**src/rtl/priority_isr_ctrl.sv**
```systemverilog
// priority_isr_ctrl: rotating-priority interrupt resolver holding IRR/ISR; optional AUTO_EOI_EN adds auto_eoi
module priority_isr_ctrl #(
  parameter int NUM_IRQ = 8,
  parameter int ID_W = 3
) (
  input  logic               clock,
  input  logic               reset,
  input  logic [NUM_IRQ-1:0] irq_in,
  input  logic               level_trigger,
  input  logic [NUM_IRQ-1:0] interrupt_mask,
  input  logic               special_mask_en,
  input  logic               auto_rotate_en,
  input  logic               int_ack,
  input  logic               eoi_nonspecific,
  input  logic               eoi_specific,
  input  logic               set_priority,
  input  logic [ID_W-1:0]    eoi_level,
`ifdef AUTO_EOI_EN
  input  logic               auto_eoi,
`endif
  output logic               int_req,
  output logic [ID_W-1:0]    int_vector_id,
  output logic               spurious,
  output logic [NUM_IRQ-1:0] irr,
  output logic [NUM_IRQ-1:0] isr
);
  logic [NUM_IRQ-1:0] irq_q, ack_clr, set, clr, irr_n, isr_n;
  logic [ID_W-1:0] lp, lp_n;
  logic [ID_W:0] win, top, win_n;
  logic lvl_ok, ack_w, auto_done;
  // Walks levels from lp+1 cyclically; in normal mode the first blocking bit stops the search.
  function automatic logic [ID_W:0] resolve(input logic [NUM_IRQ-1:0] cand, input logic [NUM_IRQ-1:0] blk,
                                            input logic [ID_W-1:0] p, input logic smm);
    logic done;
    logic [ID_W:0] r, s;
    logic [ID_W-1:0] idx;
    r = '0;
    done = 1'b0;
    for (int k = 0; k < NUM_IRQ; k++) begin
      s = {1'b0, p} + (ID_W+1)'(k + 1);
      if (s >= (ID_W+1)'(NUM_IRQ)) s = s - (ID_W+1)'(NUM_IRQ);
      idx = s[ID_W-1:0];
      if (!done && cand[idx] && !blk[idx]) begin
        r = {1'b1, idx};
        done = 1'b1;
      end else if (!done && blk[idx] && !smm) done = 1'b1;
    end
    return r;
  endfunction
  always_comb begin
    win = resolve(irr & ~interrupt_mask, isr, lp, special_mask_en);
    top = resolve(isr, '0, lp, 1'b1);
    lvl_ok = {1'b0, eoi_level} < (ID_W+1)'(NUM_IRQ);
    ack_w = int_ack && win[ID_W];
`ifdef AUTO_EOI_EN
    auto_done = ack_w && auto_eoi;
`else
    auto_done = 1'b0;
`endif
    ack_clr = ack_w ? NUM_IRQ'(1) << win[ID_W-1:0] : '0;
    set = auto_done ? '0 : ack_clr;
    clr = eoi_nonspecific ? (top[ID_W] ? NUM_IRQ'(1) << top[ID_W-1:0] : '0)
        : (eoi_specific && lvl_ok) ? NUM_IRQ'(1) << eoi_level : '0;
    isr_n = (isr & ~clr) | set;
    irr_n = level_trigger ? irq_in : (irr & ~ack_clr) | (irq_in & ~irq_q);
    lp_n = (set_priority && lvl_ok) ? eoi_level
         : (auto_done && auto_rotate_en) ? win[ID_W-1:0]
         : (eoi_nonspecific && top[ID_W] && auto_rotate_en) ? top[ID_W-1:0] : lp;
    win_n = resolve(irr_n & ~interrupt_mask, isr_n, lp_n, special_mask_en);
  end
  // After an ack the request reflects the post-ack state so it drops in the next cycle.
  always_ff @(posedge clock) begin
    if (reset) begin
      irq_q <= '0;
      irr <= '0;
      isr <= '0;
      lp <= ID_W'(NUM_IRQ - 1);
      int_req <= 1'b0;
      int_vector_id <= '0;
      spurious <= 1'b0;
    end else begin
      irq_q <= irq_in;
      irr <= irr_n;
      isr <= isr_n;
      lp <= lp_n;
      int_req <= int_ack ? |win_n : win[ID_W];
      if (int_ack) begin
        int_vector_id <= win[ID_W] ? win[ID_W-1:0] : ID_W'(NUM_IRQ - 1);
        spurious <= !win[ID_W];
      end
    end
  end
endmodule

```
**config.mk**
```make
export PLATFORM = sky130hd
export DESIGN_NAME = priority_isr_ctrl
export DESIGN_NICKNAME = d
export VERILOG_FILES = /design/src/rtl/priority_isr_ctrl.sv
export SDC_FILE = /design/constraint.sdc
export NUM_CORES = 1
export LEC_CHECK = 0
export ABC_AREA = 1
export CORE_UTILIZATION = 45
export DETAILED_ROUTE_END_ITERATION = 8
export PLACE_DENSITY_LB_ADDON = 0.12
export RECOVER_POWER = 25
export SETUP_SLACK_MARGIN = 0.05
export SKIP_CTS_REPAIR_TIMING = 1
export SYNTH_ARGS = -nofsm -noshare
export SYNTH_HDL_FRONTEND = slang
export SYNTH_SLANG_ARGS = --single-unit
export TNS_END_PERCENT = 20
```
**constraint.sdc**
```tcl
create_clock -name clock -period 4.3 [get_ports clock]
set_clock_uncertainty 0.1 [all_clocks]
set_input_delay 1.075 -clock clock [delete_from_list [all_inputs] [get_ports clock]]
set_output_delay 1.075 -clock clock [all_outputs]
set_load 0.02 [all_outputs]
```
==> results.md, run 1 <==
- Clock Pin Slew Worst Setup and Hold Paths: around 80 ps
- Most used DFF post-synth: dfxtp_1
- Status: complete, no violations
- HP Class: reg2reg
- Synth Register Bits: 32
- Fin crit share: 94.6%
- Port bufs: 48
- Post-DP Area: 4960 sq um
- CP Capture Type: register
- Final instance area: 5800 sq um
- DRT iter0 DRCs: 317
- Bufs on Longest Clock Path: 2
- Via Count: between 5,000 and 6,000
- Synth unique cells: 48
- Post-DP HPWL: 11,600 microns
- Max cap viols: 0
- Diodes inserted: 0
- Final WL: 15,500 microns
- Vias in the first global route: 4,671
- Io pins: 49
- Initial antenna violation count: 0
- Critical path's most frequent cell: nand2_1
- Initial core utilization: 47.6%
- Die Area: ~9200 sq um
- Setup CP Type: reg2reg
- Share of cells above drive strength 1: 34.0%
- Most frequent cells after synthesis: nand2_1, nand3_1, nor2_1
- Register area share after synthesis: between 10% and 20%
- Clock tree from TritonCTS: done
- Post-Layout Cell Count: 900
- FFs w/ async S/R, synth: 0%
- DRC: 0
- Die Width: 96.1 microns
- Total CTS buffers: 5
- Place WS: -427 ps
- CP max stage delay: about 400 ps
- Avg Cell Area, Syn: about 5.9 sq um
- Area growth, synth to finish: 45.4%
- Core area: 8380 sq um
- Setup-failing EPs final: 0
- CP arrival: slightly above 4000 ps
- Post-Syn Area: 3990 sq um
- Routed vias/inst: 5.73
- Hold WS: 420 ps
- Gpl congestion: 0.978
- Wire per inst: 17.2 microns
- Fin Setup TNS: 0 ps
- Global Route Usage Sum: 32.4%
- Setup ws final: 231 ps
- PD cells: approximately 540 nW/um^2
- Final #Nets: between 800 and 900
- CP max-delay cell: dfxtp_4
- Yosys top cell by area: nand3_1
- Slew headroom: 25.3%
- Clock Latency Late Sink: approximately 290 ps
- Die Height: 96.1 microns
- Fin. max-slew vios: 0
- Peak VDD IR: roughly 0.25 mV
- First-pass GRT wire length: 22,700 microns
- Placed cells: 871
- Clock Sinks: 32
- Final Hold Violating Endpoints: 0
- FP Rows: 33
- Total gr overflow: 0
- Slew @ Worst Pin: roughly 1100 ps
- Synth warn: 0
- Achievable Freq: ~250 MHz
- Worst path required time: 4370 ps
- Top-area cell type share of the netlist area: 20.3%
- Startpoint types: register
- DR pass1 iterations: 6
- Cells after synthesis: 679
- Detail Route Antenna Nets: 0
- Syn Nets: 711
- Clk Tree Root Cell: clkbuf_8
- Tmin final: a little over 4000 ps
- Critical path fanouts, max: 9
- Top-count cell post-synth: nand2_1
- H-tree depth: 2
- Post-synth EDFFs: 0
- Tot Pwr: between 3 and 4 mW
- Largest net degree at the start of global routing: 26
- Static leakage: about 2.8 nW
- Layout Utilization: 69.1%
- Dominant cells by area after synthesis: nand3_1, nand2_1, dfxtp_1, nor2_1, inv_1
## kinds of logic after synthesis
| logic type | synth area share, % |
|---|---|
| simple gates | 57.9 |
| compound gates | 11.3 |
| flops | 16.1 |
| fa+ha+maj | 1.26 |
| buf+inv | 10.2 |
| xor+xnor | 3.26 |
## power breakdown
group,total [mW],switching [mW],internal [mW]
logic,2.42,1.48,0.944
registers,0.394,0.0516,0.342
clock network,0.297,0.125,0.172
## placed cells by master, fill, tap and decap left out, drive strengths merged
| master | count |
|---|---|
| nand2 | 197 |
| nand3 | 173 |
| buf | 78 |
| nor2 | 77 |
| inv | 75 |
| clkdlybuf4s50 | 34 |
| dfxtp | 32 |
| a21oi | 28 |
| o21ai | 24 |
| nand4 | 9 |
| a31oi | 9 |
| dlymetal6s2s | 8 |
| nand3b | 7 |
| dlygate4sd3 | 6 |
| nor3 | 6 |
| clkbuf | 6 |
| xnor2 | 4 |
| xor2 | 4 |
| o211ai | 4 |
| ha | 4 |
| or2 | 2 |
| a22oi | 1 |
| nor3b | 1 |
| and2 | 1 |
| o21bai | 1 |
| o21a | 1 |
| clkinv | 1 |
| clkinvlp | 1 |
| bufinv | 1 |
## sequential cells by signal (all words and copies together) (netlist names)
signal / flops
irq_q: 8
irr: 8
isr: 8
int_vector_id: 3
lp: 3
int_req: 1
spurious: 1
## routing by layer
metal	global-route usage, %	part of all wire [%]
met4	15.9	4.8
met5	0	0
met3	3.71	6.0
met1	38.8	40
met2	57.0	49
## worst max-delay path, delay by kind of cell, from the launching register on
family / cells / cell delay (ps)
simple gates: 17 / 2030
buf+inv: 4 / 270
fa+ha+maj: 2 / 600
compound gates: 4 / 550
flops: 1 / 390
## layout make-up
class | count | area (sq um)
Clock buffer | 5 | 68.8
Clock inverter | 3 | 42.5
Fill cell | 725 | 2590
Inverter | 75 | 302
Multi-Input combinational cell | 553 | 3500
Sequential cell | 32 | 646
Tap cell | 105 | 131
Timing Repair Buffer | 127 | 1100
## path summary, 6_finish.rpt
path | end | cells after the start | slack, ps | startpoint
worst max-delay path | int_req | 27 | 230 | lp[0]
worst min register to register | int_vector_id[2] | 2 | 420 | int_vector_id[2]
worst max register to register | int_req | 27 | 230 | lp[0]
worst min-delay path | int_vector_id[2] | 2 | 420 | int_vector_id[2]
Power figures use the tool's default switching activity.
==> run 2: changes to the inputs <==
SETUP_SLACK_MARGIN = 0.2   (was 0.05)
==> results.md, run 2 (synthesis results as in run 1) <==
- DR pass1 iterations: 5 (-1)
- Initial antenna violation count: 0 (unchanged)
- Fin. max-slew vios: 0 (unchanged)
- Initial core utilization: 47.6% (unchanged)
- First-pass GRT wire length: 23,200 microns (+2.3%)
- Setup CP Type: reg2reg
- Wire per inst: 18.6 microns (+8.5%)
- Most frequent cells in the layout: nand2_1, buf_4, nand3_2
- Commonest non-fill, non-tap cell in the layout: nand2_1
- FP Rows: 33 (unchanged)
- Die Height: 96.1 microns (unchanged)
- H-tree depth: 2 (unchanged)
- Total CTS buffers: 5 (unchanged)
- Critical path fanouts, max: 7 (-2)
- Vias in the first global route: 4,848 (+3.8%)
- Clock tree from TritonCTS: done
- Met1 Wirelength: 6310 microns (+2.2%)
- Critical path's most frequent cell: inv_8
- Pint: 1.64 mW (+13%)
- Detail Route Antenna Nets: 0 (unchanged)
- Routed vias/inst: 5.96 (+4.0%)
- DRC: 0 (unchanged)
- Fin Setup TNS: 0 ps (unchanged)
- Bufs and invs on worst path: 6 (+2)
- Top cell family by delay on the critical path: simple AND/OR/NAND/NOR gates
- Slew headroom: 19.5% (-5.8 points)
- Peak VDD IR: 0.258 mV (+2.0%)
- Clock Sinks: 32 (unchanged)
- Power share of the combinational group: 80.4% (+2.6 points)
- Fin crit share: 97.2% (+2.5 points)
- Die Area: 9240 sq um (unchanged)
- Top routing layer in use: met4
- Achievable Freq: 239 MHz (-2.6%)
- CP max stage delay: 440 ps (+50 ps)
- Startpoint types: register
- CP arrival: 4250 ps (+110 ps)
- Final Hold Violating Endpoints: 0 (unchanged)
- Clock power share: 8.3% (-1.2 points)
- Final WL: 17,200 microns (+11%)
- Routed length on met3: 1380 microns (+49%)
- Gpl congestion: 0.943 (-3.6%)
- Clock Latency Late Sink: 290 ps (about the same)
- Die Width: 96.1 microns (unchanged)
- Clk Tree Root Cell: clkbuf_8
- Post-DP Area: 5070 sq um (+2.2%)
- Global Route Usage Sum: 32.8% (+0.32 points)
- Via Count: 5,492 (+6.5%)
- P_sw: 1.88 mW (+14%)
- Largest net degree at the start of global routing: 26 (unchanged)
- RSZ-0062 raised after global routing: true
- Register share of total power: 11.3% (-1.4 points)
- HP Class: reg2reg
- Bufs on Longest Clock Path: 2 (unchanged)
- Tmin final: 4180 ps (+110 ps)
- Multi-input logic area: 4010 sq um (+14%)
- DRT iter0 DRCs: 309 (-2.5%)
- Diodes inserted: 0 (unchanged)
- Area growth, synth to finish: 63.4%
- Max cap viols: 0 (unchanged)
- Core area: 8380 sq um (unchanged)
- Clock Pin Slew Worst Setup and Hold Paths: 70 ps (about the same)
- Port bufs: 48 (unchanged)
- Post-DP HPWL: 11,600 microns (-0.22%)
- PD cells: 540 nW/um^2 (+0.60%)
- Final instance area: 6520 sq um (+12%)
- FF/Latch Area: 648 sq um (+0.39%)
- CP max-delay cell: dfxtp_4
- Biggest regs: irq_q (8), irr (8), isr (8)
- Slew @ Worst Pin: 1210 ps (+87.4 ps)
- CP cell instances: inv_4 > ha_4 > inv_8 > nand3_1 > nand2_2 > inv_1 > a21oi_1 > nand4_1 > nor2_1 > inv_1 > nor2_2 > nand3b_4 > nand2_4 > a22oi_4 > inv_8 > ha_4 > inv_8 > o211ai_1 > nand3_1 > a21oi_2 > o21bai_1 > nor2_2 > nand2_1 > a21oi_2
- Io pins: 49 (unchanged)
- Sw Share: 53.4% (+0.22 points)
- Wire length on met2: 8360 microns (+9.8%)
- Worst path required time: 4370 ps (about the same)
- CP Capture Type: register
- Fillers: 595 (-18%)
- Status: complete, no violations
- Setup-failing EPs final: 0 (unchanged)
- Total gr overflow: 0 (unchanged)
- Final #Nets: 848 (+2.7%)
- Static leakage: 3.10 nW (+9.3%)
- Share of cells above drive strength 1: 45.2% (+11 points)
## run 2: cell types whose count changed in the layout (fill, tap and decap cells not counted), moves of 5 or more
cell,before,now
nand3_1,112,70
nand3_2,54,84
nand2_1,151,129
buf_4,75,91
nand2_4,13,26
nand3_4,7,19
nand2_2,32,41
nor2_1,58,49
buf_8,0,5
nor2_4,8,13
## run 2: power groups by stage
stage | Combinational (mW) | Clock, mW | Sequential, mW
after global placement | 2.02 | 0 | 0.397
after CTS | 2.04 | 0.289 | 0.392
after detailed placement | 2.02 | 0 | 0.398
final | 2.83 | 0.292 | 0.399
after floorplan | 1.35 | 0 | 0.426
after global routing | 3.02 | 0.305 | 0.400
## run 2: metrics by stage
step / std cells / utilization, % / setup slack, ps / power (mW) / hold slack [ps]
2_1_floorplan: 679 / - / 104 / 1.77 / 397
3_3_place_gp: 881 / 60.4 / -431 / 2.41 / 401
3_5_place_dp: 881 / 60.4 / -450 / 2.42 / 420
4_1_cts: 889 / 61.7 / -149 / 2.72 / 431
5_1_grt: 922 / 77.7 / -148 / 3.72 / 468
6_report: 922 / 77.7 / 121 / 3.52 / 449
## run 2: final timing paths
| check | startpoint | to | slack, ps | depth (start not counted) |
|---|---|---|---|---|
| min | int_vector_id[2] | int_vector_id[2] | 450 | 2 |
| max reg2reg | lp[0] | int_req | 120 | 24 |
| max | lp[0] | int_req | 120 | 24 |
| min reg2reg | int_vector_id[2] | int_vector_id[2] | 450 | 2 |
## run 2: worst min-delay path: cells and delay by family (launching register included)
kind,cells,cell delay [ps]
compound gates,1,80
flops,1,330
simple gates,1,100
## run 2: area by class of cell
type,instances,area share [%]
Multi-Input combinational cell,553,61.6
Timing Repair Buffer,149,20.0
Sequential cell,32,9.95
Inverter,75,4.78
Tap cell,105,2.02
Clock buffer,6,1.11
Clock inverter,2,0.538
## run 2: routing by layer
metal | vias up | track usage [%]
met4 | 0 | 19.7
met1 | 2505 | 38.9
met3 | 122 | 2.92
li1 | 2521 | -
met5 | - | 0
met2 | 344 | 56.9
